[src/rtl/priority_scan_encoder.sv]
// Serialises a hit vector into the indices of its set bits, one per cycle, in priority order.
// Latency: first index valid the cycle after acceptance; stalls hold dout/dout_last; `PRIO_SCAN_B2B_EN` accepts the next vector on the last beat.
module priority_scan_encoder #(
  parameter int DIN_WIDTH  = 32,
  parameter int DOUT_WIDTH = $clog2(DIN_WIDTH),
  parameter int MSB_FIRST  = 0
) (
  input  logic                  clk,
  input  logic                  rst_n,
  input  logic [DIN_WIDTH-1:0]  din,
  input  logic                  din_valid,
  output logic                  din_ready,
  output logic [DOUT_WIDTH-1:0] dout,
  output logic                  dout_valid,
  input  logic                  dout_ready,
  output logic                  dout_last
);

  localparam logic [0:0] IDLE = 1'b0;
  localparam logic [0:0] SCAN = 1'b1;

  logic [0:0]           state;
  logic [DIN_WIDTH-1:0] pending;
  logic [DIN_WIDTH-1:0] cleared;
  logic [DIN_WIDTH-1:0] nxt;
  logic                 take_din;
  logic                 beat_done;

  function automatic logic [DOUT_WIDTH-1:0] prio_idx(input logic [DIN_WIDTH-1:0] v);
    prio_idx = '0;
    if (MSB_FIRST != 0) begin
      for (int i = 0; i < DIN_WIDTH; i++)
        if (v[i]) prio_idx = DOUT_WIDTH'(i);
    end else begin
      for (int i = DIN_WIDTH - 1; i >= 0; i--)
        if (v[i]) prio_idx = DOUT_WIDTH'(i);
    end
  endfunction

  function automatic logic single_bit(input logic [DIN_WIDTH-1:0] v);
    single_bit = (v != '0) && ((v & (v - DIN_WIDTH'(1))) == '0);
  endfunction

`ifdef PRIO_SCAN_B2B_EN
  assign din_ready = rst_n & ((state == IDLE) | (dout_valid & dout_last & dout_ready));
`else
  assign din_ready = rst_n & (state == IDLE);
`endif

  // A vector taken on the final-beat handshake replaces the (then empty) remainder.
  always_comb begin
    take_din  = din_valid & din_ready;
    beat_done = dout_valid & dout_ready;
    cleared   = pending & ~(DIN_WIDTH'(1) << dout);
    nxt       = take_din ? din : cleared;
  end

  always_ff @(posedge clk or negedge rst_n) begin
    if (!rst_n) begin
      state      <= IDLE;
      pending    <= '0;
      dout       <= '0;
      dout_valid <= 1'b0;
      dout_last  <= 1'b0;
    end else if (take_din | beat_done) begin
      pending <= nxt;
      if (nxt != '0) begin
        state      <= SCAN;
        dout_valid <= 1'b1;
        dout       <= prio_idx(nxt);
        dout_last  <= single_bit(nxt);
      end else begin
        state      <= IDLE;
        dout_valid <= 1'b0;
        dout_last  <= 1'b0;
      end
    end
  end

endmodule

[config.mk]
export PLATFORM = sky130hd
export DESIGN_NAME = priority_scan_encoder
export DESIGN_NICKNAME = d
export VERILOG_FILES = /design/src/rtl/priority_scan_encoder.sv
export SDC_FILE = /design/constraint.sdc
export NUM_CORES = 1
export LEC_CHECK = 0
export CAP_MARGIN = 15
export CORE_ASPECT_RATIO = 1.25
export CORE_MARGIN = 2
export CORE_UTILIZATION = 35
export DETAILED_ROUTE_END_ITERATION = 10
export GPL_ROUTABILITY_DRIVEN = 0
export SLEW_MARGIN = 0
export SYNTH_ARGS = -nofsm -noshare
export SYNTH_HDL_FRONTEND = slang
export SYNTH_SLANG_ARGS = --single-unit
[constraint.sdc]
create_clock -name clk -period 4.8 [get_ports clk]
set_input_delay 0.96 -clock clk [delete_from_list [all_inputs] [get_ports clk]]
set_output_delay 0.96 -clock clk [all_outputs]
set_load 0.03 [all_outputs]
==> results of run 1 <==
==> cell families (layout without fill, tap and decap cells) <==
group	after synthesis	in the layout	synth area share (%)
and+or+nand+nor	184	184	28.6
AOI/OAI and AO/OA	165	165	34.3
DFF	39	39	31.8
buffers and inverters	24	60	3.51
muxes	4	4	1.47
adders and majority gates	1	1	0.327
==> synthesized netlist by cell type, types with 2 or more instances <==
cell	number
mux2_2	4
nand3b_1	4
buf_2	5
a31o_2	4
inv_1	2
nand3_2	2
nand2_1	54
o2111ai_1	2
or4_1	2
o21a_1	3
a21boi_0	6
nand3_1	6
o21ai_1	2
o21ai_0	47
or2_2	2
nor2b_1	3
dfrtp_1	39
o32ai_1	2
a21oi_1	45
buf_1	3
a22oi_1	2
nor3_1	10
a221oi_1	2
o22a_1	4
nand4_1	2
and2_1	6
o31ai_1	3
a31oi_1	9
o211ai_1	18
nor4_1	2
or3_1	3
clkbuf_1	12
nand2b_1	3
nor2_1	74
or3b_2	2
==> tightest hold or removal path, stage by stage (launching register included) <==
cell,delay [ns]
dfrtp_1,0.35
nor2_1,0.05
nor2_1,0.09
==> layer usage <==
| layer | vias to the layer above | part of all wire (%) | wire (um) |
|---|---|---|---|
| met3 | 24 | 4.7 | 478 |
| met5 | - | 0 | 0 |
| met1 | 1597 | 42 | 4270 |
| met4 | 0 | 3.8 | 382 |
| li1 | 1613 | - | - |
| met2 | 124 | 50 | 5050 |
==> flip-flops by register name (all words and copies together), names as in the netlist <==
register   flops
dout           5
dout_last      1
state          1
pending       32
==> stage by stage <==
step                instances  total power (uW)  setup WS [ns]
global route              573              2110          0.565
finish                    573              1960          0.764
CTS                       573              1950          0.792
detailed placement        567              1730          0.490
global placement          567              1720          0.603
floorplan                 417              1380           1.50
==> report_power, final <==
group,switching (uW),internal (uW),total (uW)
registers,136,472,608
clock network,113,97.0,210
logic,727,418,1140
total,976,987,1960
==> final cells by class <==
type                    count  area share (%)
flip-flops and latches     39            26.4
well taps                 120            4.07
clock buffers               6            1.96
multi-input cells         354            53.7
repair buffers             52            13.7
inverters                   2           0.203
==> path summary, 6_finish.rpt <==
kind	from	slack (ns)	endpoint
min in group asynchronous	rst_n	0.66	state$_DFFE_PN0P_
max	din_valid	0.76	dout_last$_DFFE_PN0P_
min reg2reg	pending[17]$_DFFE_PN0P_	0.52	pending[17]$_DFFE_PN0P_
max in group asynchronous	rst_n	3.85	pending[13]$_DFFE_PN0P_
max reg2reg	state$_DFFE_PN0P_	1.34	dout_last$_DFFE_PN0P_
min	pending[17]$_DFFE_PN0P_	0.52	pending[17]$_DFFE_PN0P_
==> out/qor.yml, run 1 <==
outcome:
  status: "complete, no violations"
clocking:
  htreeDepth: 2
  ctsResizeCount: 0
  cts_hold_buf: 0
  postCtsSetupRepairBufs: 0
  clock_latency_ns: 0.30
  cts_root_buf: "clkbuf_8"
  clock_tree.buffer_depth: 2
  numCtsBuffers: 5
  clkSlewWorstSetupHoldPaths_ns: 0.08
  cts_tree: "done"
  clock_sinks: 39
cells_and_area:
  drive_above_1_share_pct: 8.61
  multi_input_area_sq_um: 1980
  seq_area_sq_um: 976
  nFillCells: 898
  final_cell_mix: "74 x nor2_1, 54 x nand2_1, 47 x o21ai_0, 45 x a21oi_1, 42 x clkdlybuf4s50_1"
  final_nets: 490
  stdcell_area_sq_um: 3690
  num_antenna_cells: 0
  mostFrequentLayoutCell: "nor2_1"
  synthToLayoutAreaGrowth_pct: 20.5
  final_core_util_pct: 42.9
synth:
  synth_top_area_share_pct: 31.8
  synth_cell_types: 63
  synth.area.top_cells: "dfrtp_1 32%, nor2_1 9.1%, o21ai_0 7.7%"
  synth_area_leader_cell: "dfrtp_1"
  yosysSeqAreaShare_pct: 31.8
  synthArstFlopShare_pct: 100
  synth_edf_count: 0
  avgSynthCellArea_sq_um: 7.35
  yosys_most_used_dff: "dfrtp_1"
  synthCells: 417
  synth_nets: 453
  syn-cell-area_sq_um: 3060
  synth-seq-cells: 39
  yosysWarnings: 0
floorplan:
  die_area_sq_um: 9520
  fp.dieH_um: 109
  rows: 38
  core_area_sq_um: 8610
  ioPinCount: 44
  die_w_um: 87.7
  start_util_pct: 35.6
setup_path:
  critical_path_depth: 10
  path_delay_family: "simple AND/OR/NAND/NOR gates"
  crit_path_max_fanout: 10
  cp-end-kind: "flop"
  crit_chain: "clkdlybuf4s50_1 -> nand3b_1 -> or4_1 -> or2_2 -> a211oi_2 -> nand4_1 -> o22ai_2 -> nand2_1 -> or4_4 -> o31ai_4"
  r2r_cells: 9
  cp.required_ns: 5.01
  max_stage_delay_ns: 0.57
  arrival_ns: 4.25
  cp-start-kind: "primary input"
  criticalPathCategory: "primary input to flop"
  crit_buf_inv: 1
  cpMaxStageDelayCell: "or4_1"
place:
  hpwl_um: 7500
  port_buffers: 43
  place_area_sq_um: 3620
timing:
  setup_viol: 0
  rsz0062_at_grt: "false"
  drv_slew: 0
  max_freq_mhz: 248
  min_period_over_period_pct: 84.1
  whs_ns: 0.525
  maxSlewHeadroom_pct: 51.6
  finalSetupTns_ns: 0
  clock_skew_ns: 0.0133
  hold_viol: 0
  period_needed_ns: 4.04
  worst_slew_pin_slew_ns: 0.718
power:
  max-vdd-ir-drop_uv: 154
  pwr_density_cell_nw_per_um2: 531
  p_leak_uw: 0.00129
global_routing:
  antenna_found_initial: 0
  grt_max_degree: 57
  grt_pass1_vias: 3116
  grt_use_met3_pct: 2.73
  grtUsageMet1_pct: 27.3
  grt.overflow.total: 0
  gr-max-usage-layer: "met2"
  grt_util_met2_pct: 36.6
  grtUsageTotal_pct: 21.6
  grt_pass1_wl_um: 15900
route:
  vias_per_cell: 5.86
  wirelength_um: 10200
  drt_iter0_markers: 280
  ant_nets: 0
  first_pass_iters: 5
  vias: 3358
  post-route-drc-count: 0
  wire_per_inst_um: 17.8
hold_path:
  min_delay_path_depth: 2
  hold_class: "flop to flop"
run:
  maxCapViolations: 0
Power figures use the tool's default switching activity.
==> run 2: changes to the inputs <==
- clock period: 4.8 -> 4.1 ns (I/O delays scaled with it)
==> run 2 against run 1 <==
Effect of this change: global-route usage up 0.93 points; sequential share of layout area down 0.27 points; critical path depth unchanged; clock-buffer cell count unchanged; core utilization up 0.44 points; wire length up 3.3%; via count up 2.5%; sequential cell count unchanged.
==> out/qor.yml, run 2 (same netlist as run 1, synthesis figures left out) <==
cells_and_area:
  synthToLayoutAreaGrowth_pct: 21.8  # was 20.5%
  mostFrequentLayoutCell: "nor2_1"  # unchanged
  largest_register: "pending"  # unchanged
  final_cell_mix: "74 x nor2_1, 54 x nand2_1, 47 x o21ai_0, 45 x a21oi_1, 42 x clkdlybuf4s50_1"  # unchanged
  drive_above_1_share_pct: 9.61  # was 8.61%
  final_core_util_pct: 43.4  # was 42.9%
  final_nets: 495  # was 490
  num_antenna_cells: 0  # unchanged
  largest_reg_flops: 32  # unchanged
  reg.largest.list: "pending (32), dout (5)"  # unchanged
  finalNonFillerCells: 578  # was 573
  nFillCells: 894  # was 898
floorplan:
  die_w_um: 87.7  # unchanged
  fp.dieH_um: 109  # unchanged
  rows: 38  # unchanged
  start_util_pct: 35.6  # unchanged
  core_area_sq_um: 8610  # unchanged
  ioPinCount: 44  # unchanged
  die_area_sq_um: 9520  # unchanged
route:
  drt_iter0_markers: 262  # was 280
  vias_per_cell: 5.95  # was 5.86
  wirelength_um: 10500  # was 10,200 um
  met2WireLength_um: 5240  # was 5050 um
  wl_met1_um: 4280  # was 4270 um
  vias: 3441  # was 3,358
  ant_nets: 0  # unchanged
  wl_met3_um: 644  # was 478 um
  highest_layer: "met4"  # unchanged
  first_pass_iters: 5  # unchanged
  post-route-drc-count: 0  # unchanged
  wire_per_inst_um: 18.2  # was 17.8 um
clocking:
  cts_root_buf: "clkbuf_8"  # unchanged
  numCtsBuffers: 5  # unchanged
  ctsResizeCount: 0  # unchanged
  cts_tree: "done"  # unchanged
  clkSlewWorstSetupHoldPaths_ns: 0.08  # about the same
  cts_hold_buf: 0  # unchanged
  clock_latency_ns: 0.29  # was 0.30 ns
  clock_sinks: 39  # unchanged
  postCtsSetupRepairBufs: 0  # unchanged
  clock_tree.buffer_depth: 2  # unchanged
  htreeDepth: 2  # unchanged
power:
  pwr_density_cell_nw_per_um2: 630  # was 531 nW/um^2
  p_leak_uw: 0.00131  # was 0.00129 uW
  max-vdd-ir-drop_uv: 260  # was 154 uV
outcome:
  status: "complete, no violations"  # unchanged
run:
  maxCapViolations: 0  # unchanged
timing:
  rsz0062_at_grt: "false"  # unchanged
  max_freq_mhz: 283
  drv_slew: 0  # unchanged
  clock_skew_ns: 0.00886  # was 0.0133 ns
  worst_slew_pin_slew_ns: 0.657  # was 0.718 ns
  setup_viol: 0  # unchanged
  hold_viol: 0  # unchanged
  maxSlewHeadroom_pct: 55.8  # was 51.6%
  min_period_over_period_pct: 86.0
  finalSetupTns_ns: 0  # unchanged
  period_needed_ns: 3.53
  fin_ws_ns: 0.572  # was 0.764 ns
setup_path:
  path_delay_family: "simple AND/OR/NAND/NOR gates"  # unchanged
  cpMaxStageDelayCell: "or4_4"  # was or4_1
  crit_buf_inv: 1  # unchanged
  r2r_slack_ns: 0.65  # was 1.34 ns
  criticalPathCategory: "primary input to flop"  # unchanged
  crit_chain: "clkdlybuf4s50_1 -> nand3b_1 -> or4_1 -> or2_2 -> a211oi_2 -> nand4_1 -> o22ai_2 -> nand2_1 -> or4_4 -> o31ai_4"  # unchanged
  cp.required_ns: 4.31  # was 5.01 ns
  arrival_ns: 3.74  # was 4.25 ns
  cp-end-kind: "flop"  # unchanged
  crit_path_max_fanout: 4  # was 10
  cp-start-kind: "primary input"  # unchanged
  max_stage_delay_ns: 0.52  # was 0.57 ns
place:
  hpwl_um: 7840  # was 7500 um
  port_buffers: 43  # unchanged
  pre_cts_slack_ns: 0.308  # was 0.490 ns
  dp.cells: 572  # was 567
global_routing:
  grt_pass1_wl_um: 16600  # was 15,900 um
  grt.overflow.total: 0  # unchanged
  antenna_found_initial: 0  # unchanged
  grt_pass1_vias: 3279  # was 3,116
  grtUsageTotal_pct: 22.5  # was 21.6%
  grt_max_degree: 57  # unchanged
hold_path:
  hold_class: "flop to flop"  # unchanged
[run 2: cell count changes in the layout (fill, tap and decap cells not counted), sizes merged]
cell  change
buf       +5
[run 2: final timing paths]
check | startpoint | endpoint | cells after the start
max | din_valid | dout_last$_DFFE_PN0P_ | 10
min | pending[16]$_DFFE_PN0P_ | pending[16]$_DFFE_PN0P_ | 2
max reg2reg | dout[1]$_DFFE_PN0P_ | dout_last$_DFFE_PN0P_ | 9
min reg2reg | pending[16]$_DFFE_PN0P_ | pending[16]$_DFFE_PN0P_ | 2
max in group asynchronous | rst_n | dout[2]$_DFFE_PN0P_ | 2
min in group asynchronous | rst_n | pending[24]$_DFFE_PN0P_ | 2
[run 2: through the flow]
step                      cell area, sq um  total power [uW]  hold WS [ns]
after floorplan                       3060              1620         0.474
after global placement                3660              2060         0.486
after detailed placement              3660              2080         0.502
after CTS                             3730              2330         0.520
after global routing                  3730              2520         0.551
final                                 3730              2350         0.517
[run 2: cell type report]
cell class                      instances  area, sq um  share of cell area [%]
Clock buffer                            6         72.6                    1.95
Inverter                                2         7.51                   0.201
Multi-Input combinational cell        354         1980                    53.1
Sequential cell                        39          976                    26.2
Tap cell                              120          150                    4.02
Timing Repair Buffer                   57          543                    14.6
[run 2: layer usage]
layer	vias up	global-route usage, %
li1	1616	-
met1	1632	27.9
met2	162	38.6
met3	31	3.26
met4	0	9.56
met5	-	0
[run 2: worst register-to-register path, delay by kind of cell, from the launching register on]
| family | cells | cell delay [ns] |
|---|---|---|
| AOI/OAI and AO/OA | 3 | 0.83 |
| DFF | 1 | 0.64 |
| and+or+nand+nor | 6 | 1.91 |
[run 2: power breakdown]
part	switching [uW]	internal, uW
logic	858	513
registers	179	553
clock network	134	114
total	1170	1180
==> run 3: changes to the inputs <==
- CTS_BUF_LIST: unset -> sky130_fd_sc_hd__clkbuf_4
- SLEW_MARGIN: 0 -> 20
- clock period: 4.1 -> 4.55 ns (I/O delays scaled with it)
==> run 3 against run 2 <==
Effect of this change: combinational power decreased by 12%; total power decreased by 13%; clock power decreased by 20%; first-iteration DRC count decreased by 34%; worst setup slack improved by 0.31 ns; largest power group unchanged; cell area decreased by 1.4%; sequential power decreased by 13%; critical path type unchanged; sequential share of layout area increased by 0.37 points.
==> out/qor.yml, run 3 (same netlist as run 1, synthesis figures left out) <==
clocking:
  cts_hold_buf: 0  # unchanged
  clock_sinks: 39  # unchanged
  ctsResizeCount: 0  # unchanged
  clkSlewWorstSetupHoldPaths_ns: 0.14  # was 0.08 ns
  clock_tree.buffer_depth: 2  # unchanged
  postCtsSetupRepairBufs: 0  # unchanged
  cts_tree: "done"  # unchanged
  cts_root_buf: "clkbuf_4"  # was clkbuf_8
  clock_latency_ns: 0.37  # was 0.29 ns
  htreeDepth: 2  # unchanged
  numCtsBuffers: 5  # unchanged
place:
  hpwl_um: 7700  # was 7840 um
  pre_cts_slack_ns: 0.552  # was 0.308 ns
  dp.cells: 567  # was 572
  port_buffers: 43  # unchanged
setup_path:
  crit_path_max_fanout: 45  # was 4
  cpMaxStageDelayCell: "or4_1"  # was or4_4
  cp-start-kind: "primary input"  # unchanged
  crit_chain: "clkdlybuf4s50_1 -> and3b_2 -> buf_4 -> o21ai_0 -> nor2_1 -> a22oi_1 -> or4_1 -> or4_4 -> o31ai_4"  # was clkdlybuf4s50_1 -> nand3b_1 -> or4_1 -> or2_2 -> a211oi_2 -> nand4_1 -> o22ai_2 -> nand2_1 -> or4_4 -> o31ai_4
  setup.worst_path.start: "din_valid"  # unchanged
  arrival_ns: 3.95  # was 3.74 ns
  criticalPathCategory: "primary input to flop"  # unchanged
  cp.required_ns: 4.83  # was 4.31 ns
  r2r_slack_ns: 1.11  # was 0.65 ns
  max_stage_delay_ns: 0.53  # was 0.52 ns
  cp-end-kind: "flop"  # unchanged
  reg2reg_from: "dout[0]$_DFFE_PN0P_"  # was dout[1]$_DFFE_PN0P_
timing:
  worst_slew_pin_slew_ns: 0.956  # was 0.657 ns
  setup_viol: 0  # unchanged
  drv_slew: 0  # unchanged
  finalSetupTns_ns: 0  # unchanged
  fin_ws_ns: 0.885  # was 0.572 ns
  max_freq_mhz: 273
  hold_viol: 0  # unchanged
  clock_skew_ns: 0.0160  # was 0.00886 ns
  rsz0062_at_grt: "false"  # unchanged
  maxSlewHeadroom_pct: 36.1  # was 55.8%
  period_needed_ns: 3.67
  min_period_over_period_pct: 80.6
cells_and_area:
  drive_above_1_share_pct: 9.23  # was 9.61%
  finalNonFillerCells: 575  # was 578
  largest_reg_flops: 32  # unchanged
  mostFrequentLayoutCell: "nor2_1"  # unchanged
  num_antenna_cells: 0  # unchanged
  largest_register: "pending"  # unchanged
  multi_input_area_sq_um: 1980  # unchanged
  reg.largest.list: "pending (32), dout (5)"  # unchanged
  seq_area_sq_um: 976  # unchanged
  final_nets: 490  # was 495
  final_cell_mix: "74 x nor2_1, 54 x nand2_1, 47 x o21ai_0, 45 x a21oi_1, 42 x clkdlybuf4s50_1"  # unchanged
  nFillCells: 898  # was 894
  synthToLayoutAreaGrowth_pct: 20.0  # was 21.8%
  final_core_util_pct: 42.7  # was 43.4%
floorplan:
  core_area_sq_um: 8610  # unchanged
  fp.dieH_um: 109  # unchanged
  start_util_pct: 35.6  # unchanged
  rows: 38  # unchanged
  die_w_um: 87.7  # unchanged
  die_area_sq_um: 9520  # unchanged
  ioPinCount: 44  # unchanged
global_routing:
  grt.overflow.total: 0  # unchanged
  grt_max_degree: 46  # was 57
  grt_pass1_wl_um: 16400  # was 16,600 um
  grtUsageTotal_pct: 22.3  # was 22.5%
  grt_pass1_vias: 3303  # was 3,279
  antenna_found_initial: 0  # unchanged
route:
  vias: 3306  # was 3,441
  wire_per_inst_um: 18.0  # was 18.2 um
  drt_iter0_markers: 172  # was 262
  post-route-drc-count: 0  # unchanged
  first_pass_iters: 5  # unchanged
  wirelength_um: 10400  # was 10,500 um
  ant_nets: 0  # unchanged
  vias_per_cell: 5.75  # was 5.95
power:
  max-vdd-ir-drop_uv: 202  # was 260 uV
  p_leak_uw: 0.00128  # was 0.00131 uW
  pwr_density_cell_nw_per_um2: 556  # was 630 nW/um^2
  p_total_uw: 2050  # was 2350 uW
run:
  maxCapViolations: 0  # unchanged
hold_path:
  hold_class: "primary input to async pin"  # was flop to flop
outcome:
  status: "complete, no violations"  # unchanged
[run 3: changes by cell type in the layout (fill, tap and decap cells not counted)]
cell	change
clkbuf_1	-1
clkinv_2	+1
clkbuf_8	-5
clkbuf_4	+7
buf_4	-5
[run 3: power breakdown]
group          internal, uW  switching (uW)
logic                   443             766
clock network          72.3             126
registers               497             142
total                  1010            1030
[run 3: final timing paths]
path / end / cells past startpoint
max in group asynchronous: pending[15]$_DFFE_PN0P_ / 2
max reg2reg: dout_last$_DFFE_PN0P_ / 9
min in group clk: pending[17]$_DFFE_PN0P_ / 2
max: dout_last$_DFFE_PN0P_ / 9
min: pending[18]$_DFFE_PN0P_ / 1
min reg2reg: pending[17]$_DFFE_PN0P_ / 2
[run 3: critical path, delay by kind of cell]
family / cells / cell delay [ns]
simple gates: 4 / 1.58
buf+inv: 2 / 0.90
compound gates: 3 / 0.53
[run 3: stage by stage]
stage                     hold slack (ns)  instance area [sq um]
after floorplan                     0.474                   3060
after global placement              0.493                   3620
after detailed placement            0.504                   3620
after CTS                           0.457                   3680
after global routing                0.459                   3680
final                               0.442                   3680
[run 3: layer usage]
| layer | up-vias | track usage (%) | wire length (um) |
|---|---|---|---|
| li1 | 1615 | - | - |
| met5 | - | 0 | 0 |
| met4 | 0 | 10.0 | 355 |
| met3 | 25 | 3.03 | 353 |
| met2 | 97 | 38.4 | 5090 |
| met1 | 1569 | 27.6 | 4550 |
[run 3: cell type report]
cell class | count | share of cell area (%)
clock inverters | 1 | 0.136
flip-flops and latches | 39 | 26.5
repair buffers | 52 | 13.7
inverters | 2 | 0.204
multi-input cells | 354 | 53.9
well taps | 120 | 4.08
clock buffers | 7 | 1.43
